==> src/rtl/axis_pattern_src.sv <==
// AXI4-Stream test-frame source: emits R,G,B bytes per pixel in row-major order,
// with tlast on the blue byte of each line's last pixel.
module axis_pattern_src #(
  parameter int unsigned H_ACTIVE   = 640,
  parameter int unsigned V_ACTIVE   = 480,
  parameter int unsigned CHECK_LOG2 = 5
) (
  input  logic        clk,
  input  logic        rst,
  input  logic        en,
  input  logic [1:0]  mode,
  input  logic [23:0] solid_rgb,
  output logic        axis_tvalid,
  input  logic        axis_tready,
  output logic [7:0]  axis_tdata,
  output logic        axis_tstrb,
  output logic        axis_tkeep,
  output logic        axis_tlast,
  output logic [15:0] frame_cnt,
  output logic        busy
);

  localparam int unsigned XW    = (H_ACTIVE > 1) ? $clog2(H_ACTIVE) : 1;
  localparam int unsigned YW    = (V_ACTIVE > 1) ? $clog2(V_ACTIVE) : 1;
  localparam int unsigned BAR_W = H_ACTIVE / 8;
  localparam logic [XW-1:0] X_LAST = XW'(H_ACTIVE - 1);
  localparam logic [YW-1:0] Y_LAST = YW'(V_ACTIVE - 1);

  typedef enum logic {IDLE, STREAM} state_t;

  state_t        state, state_nxt;
  logic [1:0]    sub, sub_nxt, sub_adv;
  logic [XW-1:0] x, x_nxt, x_adv;
  logic [YW-1:0] y, y_nxt, y_adv;
  logic [1:0]    mode_q, mode_nxt;
  logic [23:0]   solid_q, solid_nxt;
  logic          tvalid_nxt, tlast_nxt, busy_nxt;
  logic [7:0]    tdata_nxt;
  logic [15:0]   frame_cnt_nxt;
  logic          hs, line_end, frame_end;

  assign axis_tstrb = 1'b1;
  assign axis_tkeep = 1'b1;

  // Colour byte for one channel of one pixel.
  function automatic logic [7:0] pixel_byte(input logic [1:0] m, input logic [23:0] rgb,
                                            input logic [XW-1:0] px, input logic [YW-1:0] py,
                                            input logic [1:0] s);
    logic [2:0] bar;
    logic       chk;
    logic [7:0] r, g, b;
    bar = 3'(32'(px) / BAR_W);
    chk = 1'((32'(px) >> CHECK_LOG2) ^ (32'(py) >> CHECK_LOG2));
    r = 8'h00;
    g = 8'h00;
    b = 8'h00;
    case (m)
      2'd0: begin
        r = {8{~bar[1]}};
        g = {8{~bar[2]}};
        b = {8{~bar[0]}};
      end
      2'd1: begin
        r = 8'(px);
        g = 8'(px);
        b = 8'(px);
      end
      2'd2: begin
        r = {8{chk}};
        g = {8{chk}};
        b = {8{chk}};
      end
      default: begin
        r = rgb[23:16];
        g = rgb[15:8];
        b = rgb[7:0];
      end
    endcase
    case (s)
      2'd0:    return r;
      2'd1:    return g;
      default: return b;
    endcase
  endfunction

  // Next-state, counter advance and output staging.
  always_comb begin
    state_nxt     = state;
    sub_nxt       = sub;
    x_nxt         = x;
    y_nxt         = y;
    mode_nxt      = mode_q;
    solid_nxt     = solid_q;
    tvalid_nxt    = axis_tvalid;
    tdata_nxt     = axis_tdata;
    tlast_nxt     = axis_tlast;
    busy_nxt      = busy;
    frame_cnt_nxt = frame_cnt;

    hs        = axis_tvalid && axis_tready;
    line_end  = (sub == 2'd2) && (x == X_LAST);
    frame_end = line_end && (y == Y_LAST);
    sub_adv   = (sub == 2'd2) ? 2'd0 : sub + 2'd1;
    x_adv     = (sub != 2'd2) ? x : ((x == X_LAST) ? '0 : x + XW'(1));
    y_adv     = !line_end ? y : ((y == Y_LAST) ? '0 : y + YW'(1));

    case (state)
      IDLE: begin
        if (en) begin
          state_nxt  = STREAM;
          mode_nxt   = mode;
          solid_nxt  = solid_rgb;
          sub_nxt    = '0;
          x_nxt      = '0;
          y_nxt      = '0;
          tvalid_nxt = 1'b1;
          busy_nxt   = 1'b1;
          tlast_nxt  = 1'b0;
          tdata_nxt  = pixel_byte(mode, solid_rgb, XW'(0), YW'(0), 2'd0);
        end
      end
      STREAM: begin
        if (hs) begin
          if (frame_end) begin
            frame_cnt_nxt = frame_cnt + 16'd1;
            sub_nxt       = '0;
            x_nxt         = '0;
            y_nxt         = '0;
            tlast_nxt     = 1'b0;
            // Back-to-back frame: new pattern takes effect on the first byte.
            if (en) begin
              mode_nxt  = mode;
              solid_nxt = solid_rgb;
              tdata_nxt = pixel_byte(mode, solid_rgb, XW'(0), YW'(0), 2'd0);
            end else begin
              state_nxt  = IDLE;
              tvalid_nxt = 1'b0;
              busy_nxt   = 1'b0;
              tdata_nxt  = 8'h00;
            end
          end else begin
            sub_nxt   = sub_adv;
            x_nxt     = x_adv;
            y_nxt     = y_adv;
            tdata_nxt = pixel_byte(mode_q, solid_q, x_adv, y_adv, sub_adv);
            tlast_nxt = (sub_adv == 2'd2) && (x_adv == X_LAST);
          end
        end
      end
      default: state_nxt = IDLE;
    endcase
  end

  // State, counters and registered outputs.
  always_ff @(posedge clk) begin
    if (rst) begin
      state       <= IDLE;
      sub         <= '0;
      x           <= '0;
      y           <= '0;
      mode_q      <= '0;
      solid_q     <= '0;
      axis_tvalid <= 1'b0;
      axis_tdata  <= 8'h00;
      axis_tlast  <= 1'b0;
      busy        <= 1'b0;
      frame_cnt   <= '0;
    end else begin
      state       <= state_nxt;
      sub         <= sub_nxt;
      x           <= x_nxt;
      y           <= y_nxt;
      mode_q      <= mode_nxt;
      solid_q     <= solid_nxt;
      axis_tvalid <= tvalid_nxt;
      axis_tdata  <= tdata_nxt;
      axis_tlast  <= tlast_nxt;
      busy        <= busy_nxt;
      frame_cnt   <= frame_cnt_nxt;
    end
  end

endmodule
==> config.mk <==
export PLATFORM = sky130hd
export DESIGN_NAME = axis_pattern_src
export DESIGN_NICKNAME = d
export VERILOG_FILES = /design/src/rtl/axis_pattern_src.sv
export SDC_FILE = /design/constraint.sdc
export NUM_CORES = 1
export LEC_CHECK = 0
export CAP_MARGIN = 20
export CORE_UTILIZATION = 59
export CTS_CLUSTER_DIAMETER = 40
export DETAILED_ROUTE_END_ITERATION = 12
export PLACE_DENSITY = 0.85
export SYNTH_ARGS = -nofsm -noshare
export SYNTH_HDL_FRONTEND = slang
export SYNTH_SLANG_ARGS = --single-unit
==> constraint.sdc <==
create_clock -name clk -period 8.6 [get_ports clk]
set_input_delay 0.86 -clock clk [delete_from_list [all_inputs] [get_ports clk]]
set_output_delay 0.86 -clock clk [all_outputs]
set_load 0.05 [all_outputs]
; ---- Word-level counts from Yosys, hierarchy flattened
; Cells that the tools add are included.
[totals]
ff_bits = 74
output_inout_bits = 29
wordCells = 98
[op_classes]
addsub = 4
div = 1
n_eq_ne = 16
n_mux = 48
n_bitwise = 5
n_reduce_logical = 13
[ops]
columns = op, count
row1 = $mux 24, 3
row2 = $pmux 8 s3, 3
row3 = $mux 10, 5
row4 = $pmux 24 s2, 1
row5 = $pmux 8 s2, 3
row6 = $mux 9, 5
row7 = $div 10x7->32 const B, 1
row8 = $mux 8, 4
row9 = $eq 10x10->1 const B, 2
row10 = $pmux 10 s2, 1
row11 = $pmux 9 s2, 1
row12 = $add 16x1->16 const B, 1
row13 = $mux 2, 7
row14 = $add 10x1->10 const B, 1
row15 = $mux 1, 10
row16 = $add 9x1->9 const B, 1
row17 = $eq 9x9->1 const B, 1
row18 = $eq 2x2->1 const B, 4
row19 = $pmux 2 s2, 2
row20 = $eq 2x1->1 const B, 3
row21 = $logic_not 2->1, 3
row22 = $ne 2x2->1 const B, 3
row23 = $pmux 1 s2, 3
row24 = $reduce_and 3->1, 2
row25 = other kinds (9), 17

; ---- Depth between registers and ports, before layout
; Gate-level depths: netlist of run 1.
[logic_depth]
depth_word = 10
mapped_depth = 17

; ---- Worst setup path after synthesis of run 1
; OpenSTA, ideal clock, no wires.
[synth_timing]
path_kind = reg-to-reg
from = register x[0]
to = register axis_tdata[7]
setup_ns = 0.137
arrival_time_ns = 3.564
t_required_ns = 8.463
setup_slack_ns = 4.899
path_stages_with_launch = 17
path_buffers = 1
path_cell_list = dfxtp_1 > ha_1 > nand4b_2 > o41ai_1 > a211o_1 > buf_4 > inv_1 > ha_1 > nand2b_1 > a31oi_2 > nand2_1 > a21bo_2 > a32o_1 > a211oi_2 > o31ai_4 > a221oi_2 > o221ai_1
[synth_between]
elab_chain_cells = 10
elab_cells_between_ends = 19
classes_between = add/sub: 1 / div: 1 / eq/ne: 1 / mux: 10 / bitwise: 4 / reduce/logical: 2
[synth_lines]
columns = item, line_no
row1 = from (decl), 33  ; logic [XW-1:0] x, x_nxt, x_adv;
row2 = from (signal assigned), 171  ; x <= x_nxt;
row3 = $add 10x1->10 / $eq 10x10->1 (equally long branches), "104, 101"
row4 = $mux 10 (2 in a row), 104  ; x_adv = (sub != 2'd2) ? x : ((x == X_LAST) ? '0 : x + XW'(1));
row5 = $div 10x7->32, 52  ; bar = 3'(32'(px) / BAR_W);
row6 = $not 1->1 (on tied branches), "61, 59, 60"
row7 = $pmux 8 s3, 57  ; case (m)
row8 = $pmux 8 s2, 79  ; case (s)
row9 = $mux 8 *, 124  ; if (frame_end) begin
row10 = $mux 8 *, 123  ; if (hs) begin
row11 = $pmux 8 s2 *, 107  ; case (state)
row12 = to (signal assigned), 176  ; axis_tdata <= tdata_nxt;
row13 = to (decl), 15  ; output logic [7:0] axis_tdata,
; Mark *: on every way between the ends. The rest lies on a longest branch, timed or not. The select of a mux whose other input is x is not followed.
; A chain may end at the register's enable or synchronous reset.

; ---- Worst setup path after layout of run 1
[layout_timing]
from = register sub[1]
to = register axis_tdata[7]
[layout_between]
elab_chain_cells = 9
elab_cells_between_ends = 22
classes_between = add/sub: 1 / div: 1 / eq/ne: 3 / mux: 10 / bitwise: 4 / reduce/logical: 3
[layout_lines]
columns = item, line_no
row1 = from (decl), 32  ; logic [1:0] sub, sub_nxt, sub_adv;
row2 = from (signal assigned), 170  ; sub <= sub_nxt;
row3 = $ne 2x2->1 / $eq 2x2->1 (equally long branches), "104, 101, 103"
row4 = $mux 10 / $logic_and 1x1->1 (equally long branches), "104, 101"
row5 = $div 10x7->32 / $mux 9 (equally long branches), "52, 105"
row6 = "$not 1->1, or another cell as far along", 61  ; b = {8{~bar[0]}};
row7 = $pmux 8 s3, 57
row8 = $pmux 8 s2, 79
row9 = $mux 8 *, 124
row10 = $mux 8 *, 123
row11 = $pmux 8 s2 *, 107
; Marks and branches as above.

==> flow_metrics.env, run 1 <==
export IMPL_skew_ns=0.00980
export IMPL_crit_path_start_kind="flop"
export IMPL_period_minus_slack_ns=4.59
export IMPL_tritoncts="built"
export IMPL_async_reset_ff_frac=0
export IMPL_numCtsBuffers=9
export IMPL_dieWidth_um=88.6
export IMPL_cts_sinks=74
export IMPL_fill_cells=600
export IMPL_combPwrFrac=0.129
export IMPL_clk_latency_ns=0.35
export IMPL_vdd_drop_max_mv=0.121
export IMPL_place_inst=717
export IMPL_p_int_mw=0.584
export IMPL_port_buffers=56
export IMPL_min_path_type="reg -> reg"
export IMPL_synth_edf_count=0
export IMPL_crit_slowest_cell="dfxtp_1"
export IMPL_cts_setup_buffers=0
export IMPL_dr_pass1_iters=5
export IMPL_yosys_register_bits=74
export IMPL_routed_wl_um=12100
export IMPL_p_per_area_nw_per_um2=154
export IMPL_final_cells=732
export IMPL_setup_viol=0
export IMPL_netlist_instances=597
export IMPL_grt_use_total=0.316
export IMPL_die_y_um=88.6
export IMPL_final_layout_size_suffix_gt1_frac=0.0632
export IMPL_rrSetupSlack_ns=4.01
export IMPL_design_area_um2=5160
export IMPL_clk_pin_slew_ns=0.08
export IMPL_preCtsSetupSlack_ns=4.15
export IMPL_grt_pass1_vias=4095
export IMPL_drc=0
export IMPL_mostFrequentLayoutCells="nand2_1, a21oi_1, dfxtp_1"
export IMPL_viasPerCell=6.25
export IMPL_slew_viol_final=0
export IMPL_initial_core_util=0.610
export IMPL_relSlewSlack=0.252
export IMPL_num_vias=4575
export IMPL_max_stage_delay_ns=0.78
export IMPL_power_share_sequential=0.461
export IMPL_cts_htree_levels=3
export IMPL_gr_usage_met2=0.510
export IMPL_multi_input_area_um2=2730
export IMPL_path_delay_family="compound AO/OA/AOI/OAI gates"
export IMPL_worstSetupPathType="reg -> reg"
export IMPL_routedWlPerCell_um=16.5
export IMPL_cts_hold_buf=0
export IMPL_power_frac_clock=0.411
export IMPL_core_area_um2=7250
export IMPL_ctsResizeCount=0
export IMPL_regArea_um2=1480
export IMPL_place_congestion=1.02
export IMPL_crit_fanout=21
export IMPL_crit_buf_inv=1
export IMPL_grt_max_degree=70
export IMPL_swShare=0.266
export IMPL_io_pins=59
export IMPL_postPlaceCellArea_um2=4930
export IMPL_cp_end_kind="flop"
export IMPL_worst_slew_pin_slew_ns=1.12
export IMPL_cap_violations=0
export IMPL_worstPathRequired_ns=8.80
export IMPL_final_net_count=664
export IMPL_hold_viol=0
export IMPL_num_rows=31
export IMPL_busiest_layer="met2"
export IMPL_timing_final_ws_setup_ns=4.01
export IMPL_leakagePower_nw=1.80
export IMPL_cts_root_buf="clkbuf_8"
export IMPL_fin_tns_setup_ns=0
export IMPL_first_iter_violations=364
export IMPL_clk_path_buf_depth=2
export IMPL_grt_pass1_wl_um=19200
export IMPL_yosys_warnings=0
export IMPL_overflow=0
export IMPL_synth_cell_types=72
export IMPL_syn_to_final_growth_pct=16.8
export IMPL_grtUsageMet3=0.0550
export IMPL_drt_antenna_violating_nets=0
export IMPL_dp_hpwl_um=8510
export IMPL_syn_area_um2=4420
export IMPL_fin_total_pwr_mw=0.796
export IMPL_grt_util_met1=0.409
export IMPL_yosysSeqAreaShare=0.335
export IMPL_synth_area_per_cell_um2=7.41
export IMPL_crit_chain="nand4b_2, o41ai_1, a211o_1, inv_1, ha_1, nand2b_1, a31oi_2, nand2_1, a21bo_2, a32o_1, a211oi_2, o31ai_4, a221oi_2, o221ai_1"
export IMPL_layout_commonest_cell="nand2_1"
export IMPL_diodes=0
export IMPL_rsz0062_at_grt="false"
export IMPL_die_area_um2=7840
export IMPL_max_freq_ghz=0.218
export IMPL_synth_main_ff_cell="dfxtp_1"
export IMPL_switchingPower_mw=0.211
export IMPL_antenna_found_initial=0
export IMPL_outcome="finished, final reports clean"
export IMPL_critPathArrivalTime_ns=4.80
export IMPL_min_period_over_period=0.534
per-stage QoR:
step,utilization,hold slack [ns]
detailed placement,0.680,0.448
CTS,0.712,0.459
floorplan,-,0.433
global route,0.712,0.481
finish,0.712,0.458
global placement,0.680,0.442
power by group through the flow:
| stage | sequential, mW | clock [mW] | combinational [mW] |
|---|---|---|---|
| finish | 0.367 | 0.327 | 0.102 |
| global route | 0.367 | 0.341 | 0.111 |
| CTS | 0.366 | 0.327 | 0.101 |
| detailed placement | 0.374 | 0 | 0.101 |
| global placement | 0.374 | 0 | 0.0984 |
| floorplan | 0.383 | 0 | 0.0554 |
routing by layer:
layer,share of wire,routed length (um)
met1,0.43,5150
met2,0.47,5650
met3,0.071,859
met4,0.035,423
met5,0,0
logic make-up (layout without fill, tap and decap cells):
kind of cell,after synthesis,after routing,synth area share
buffers and inverters,47,82,0.0492
other,1,2,0.000848
muxes,6,6,0.0141
xor gates and xnor gates,22,22,0.0436
DFF,74,74,0.335
AOI/OAI and AO/OA,177,177,0.257
adders and majority gates,7,7,0.0190
and+or+nand+nor,263,263,0.281
state kept, by name (all words and copies together) (netlist names):
name        cells
mode_q          2
solid_q        24
y               9
state           1
sub             2
busy            1
x              10
frame_cnt      16
axis_tlast      1
axis_tdata      8
area by class of cell:
type / instances / share of cell area
clock inverter: 5 / 0.0201
tap: 99 / 0.0240
clock buffer: 10 / 0.0247
multi-input combinational: 477 / 0.528
inverter: 10 / 0.00727
timing repair buffer: 57 / 0.109
sequential: 74 / 0.287
path summary, 6_finish.rpt:
path | startpoint | to | cells past startpoint
max | sub[1] | axis_tdata[7] | 14
min reg2reg | solid_q[3] | solid_q[3] | 2
max reg2reg | sub[1] | axis_tdata[7] | 14
min | solid_q[3] | solid_q[3] | 2
worst register-to-register path, stage by stage (launching register included):
cell      delay, ns
dfxtp_1        0.78
nand4b_2       0.39
o41ai_1        0.38
a211o_1        0.41
inv_1          0.22
ha_1           0.38
nand2b_1       0.20
a31oi_2        0.21
nand2_1        0.14
a21bo_2        0.23
a32o_1         0.25
a211oi_2       0.30
o31ai_4        0.16
a221oi_2       0.25
o221ai_1       0.15
Yosys cell counts, types with 8 or more instances:
cell / number / share of area
a21o_1: 10 / 0.017
inv_1: 10 / 0.0085
nor3_1: 17 / 0.019
nand2_1: 98 / 0.083
a21oi_1: 80 / 0.091
o22ai_1: 8 / 0.011
xnor2_1: 11 / 0.022
nand3_1: 26 / 0.029
clkbuf_1: 22 / 0.019
o21ai_0: 20 / 0.023
nand4_1: 8 / 0.011
xor2_1: 11 / 0.022
or3_1: 9 / 0.013
nor2_1: 70 / 0.059
dfxtp_1: 74 / 0.34
buf_2: 9 / 0.010
No activity file was read; power rests on OpenSTA's default activity.
==> inputs of run 2 (changes only) <==
--- a/config.mk
+++ b/config.mk
@@ -6,10 +6,10 @@
 export NUM_CORES = 1
 export LEC_CHECK = 0
 export CAP_MARGIN = 20
-export CORE_UTILIZATION = 59
+export CORE_UTILIZATION = 56
 export CTS_CLUSTER_DIAMETER = 40
 export DETAILED_ROUTE_END_ITERATION = 12
-export PLACE_DENSITY = 0.85
+export PLACE_DENSITY = 0.81
 export SYNTH_ARGS = -nofsm -noshare
 export SYNTH_HDL_FRONTEND = slang
 export SYNTH_SLANG_ARGS = --single-unit
==> constraint.sdc (replaced) <==
create_clock -name clk -period 4.4 [get_ports clk]
set_input_delay 0.44 -clock clk [delete_from_list [all_inputs] [get_ports clk]]
set_output_delay 0.44 -clock clk [all_outputs]
set_load 0.05 [all_outputs]
==> run 2 against run 1 <==
Core utilization shrank 3.3 points. Sequential power is 95% higher. Total power increased by 95%. Final cell count rose by 1.4%. Maximum frequency grew 11%. Largest cell class unchanged.
==> flow_metrics.env, run 2 (synthesis gave the netlist of run 1 again) <==
export IMPL_fin_tns_setup_ns=0
export IMPL_port_buffers=56
export IMPL_hold_viol=0
export IMPL_max_freq_ghz=0.242
export IMPL_cts_root_buf="clkbuf_8"
export IMPL_cts_hold_buf=0
export IMPL_dp_hpwl_um=9090
export IMPL_antenna_found_initial=0
export IMPL_leakagePower_nw=1.83
export IMPL_cap_violations=0
export IMPL_p_per_area_nw_per_um2=298
export IMPL_grt_pass1_wl_um=21000
export IMPL_routedWlPerCell_um=17.3
export IMPL_viasPerCell=6.34
export IMPL_grt_pass1_vias=4485
export IMPL_grt_use_total=0.316
export IMPL_crit_slowest_cell="dfxtp_1"
export IMPL_mostFrequentLayoutCells="nand2_1, a21oi_1, dfxtp_1"
export IMPL_grt_max_degree=37
export IMPL_syn_to_final_growth_pct=18.1
export IMPL_routed_wl_um=12800
export IMPL_critPathArrivalTime_ns=4.34
export IMPL_min_path_type="reg -> reg"
export IMPL_rsz0062_at_grt="false"
export IMPL_die_y_um=90.9
export IMPL_tritoncts="built"
export IMPL_relSlewSlack=0.390
export IMPL_die_area_um2=8260
export IMPL_outcome="finished, final reports clean"
export IMPL_cts_htree_levels=3
export IMPL_diodes=0
export IMPL_drc=0
export IMPL_numCtsBuffers=9
export IMPL_final_layout_size_suffix_gt1_frac=0.0734
export IMPL_final_net_count=671
export IMPL_combPwrFrac=0.133
export IMPL_fill_cells=693
export IMPL_ctsResizeCount=0
export IMPL_crit_chain="ha_1, nand4b_2, or3_1, nand2_1, o31a_1, ha_1, nand2b_1, a31oi_2, nand2_1, a21bo_2, a32o_1, a211oi_2, o31ai_4, a221oi_2, o221ai_1"
export IMPL_worstPathRequired_ns=4.61
export IMPL_max_stage_delay_ns=0.44
export IMPL_dr_pass1_iters=6
export IMPL_layout_commonest_cell="nand2_1"
export IMPL_clk_pin_slew_ns=0.08
export IMPL_min_period_over_period=0.939
export IMPL_preCtsSetupSlack_ns=0.356
export IMPL_period_minus_slack_ns=4.13
export IMPL_largestRegisters="solid_q: 24 flops, frame_cnt: 16 flops, x: 10 flops"
export IMPL_clk_path_buf_depth=2
export IMPL_timing_final_ws_setup_ns=0.267
export IMPL_first_iter_violations=438
export IMPL_cts_setup_buffers=0
export IMPL_power_frac_clock=0.407
export IMPL_place_congestion=0.914
export IMPL_p_int_mw=1.14
export IMPL_cts_sinks=74
export IMPL_cp_end_kind="flop"
export IMPL_swShare=0.264
export IMPL_crit_fanout=8
export IMPL_num_rows=32
export IMPL_largest_reg_flops=24
export IMPL_setup_viol=0
export IMPL_initial_core_util=0.575
export IMPL_power_share_sequential=0.460
export IMPL_regMostFlops="solid_q"
export IMPL_worstSetupPathType="reg -> reg"
export IMPL_switchingPower_mw=0.410
export IMPL_vdd_drop_max_mv=0.226
export IMPL_core_area_um2=7690
export IMPL_overflow=0
export IMPL_dieWidth_um=90.9
export IMPL_slew_viol_final=0
export IMPL_clk_latency_ns=0.35
export IMPL_crit_path_start_kind="flop"
export IMPL_skew_ns=0.0100
export IMPL_drt_antenna_violating_nets=0
export IMPL_num_vias=4703
export IMPL_worst_slew_pin_slew_ns=0.915
export IMPL_io_pins=59
==> run 2: cell types whose count changed in the layout (fill, tap and decap cells not counted) <==
cell | previous run | this run
buf_4 | 1 | 8
==> run 2: through the flow <==
step | hold WS [ns] | std cells | instance area, um^2 | power [mW] | util
after floorplan | 0.433 | 598 | 4430 | 0.858 | -
after global placement | 0.440 | 727 | 4990 | 0.926 | 0.649
after detailed placement | 0.448 | 727 | 4990 | 0.932 | 0.649
after CTS | 0.460 | 742 | 5220 | 1.55 | 0.679
after global routing | 0.476 | 742 | 5220 | 1.60 | 0.679
final | 0.458 | 742 | 5220 | 1.55 | 0.679
==> run 2: metal layers <==
layer / wire (um) / up-vias / share of wire / GRT usage
met5: 0 / - / 0 / 0
met4: 662 / 0 / 0.052 / 0.188
met3: 1040 / 71 / 0.081 / 0.0421
met2: 6150 / 293 / 0.48 / 0.539
met1: 4970 / 2132 / 0.39 / 0.378
li1: - / 2207 / - / -
==> run 2: path summary, 6_finish.rpt <==
check,slack (ns),start,depth (start not counted),endpoint
hold reg to reg,0.46,axis_tlast,2,axis_tlast
setup / recovery,0.27,x[0],15,axis_tdata[7]
setup reg to reg,0.27,x[0],15,axis_tdata[7]
hold / removal,0.46,axis_tlast,2,axis_tlast
==> run 2: power by group through the flow <==
stage	registers (mW)	clock network (mW)	logic, mW
6_report	0.716	0.632	0.207
5_1_grt	0.718	0.657	0.223
4_1_cts	0.714	0.630	0.204
3_5_place_dp	0.730	0	0.202
3_3_place_gp	0.729	0	0.197
2_1_floorplan	0.749	0	0.108
==> run 2: area by class of cell <==
type,instances,area (um^2),area share
Multi-Input combinational cell,477,2730,0.522
Timing Repair Buffer,64,616,0.118
Tap cell,102,128,0.0244
Inverter,10,37.5,0.00719
Clock inverter,5,104,0.0199
Sequential cell,74,1480,0.284
Clock buffer,10,128,0.0244
==> run 2: critical path, delay by kind of cell (launching register included) <==
kind | cells | cell delay, ns
simple gates | 5 | 1.10
fa+ha+maj | 2 | 0.60
compound gates | 8 | 1.81
flops | 1 | 0.44
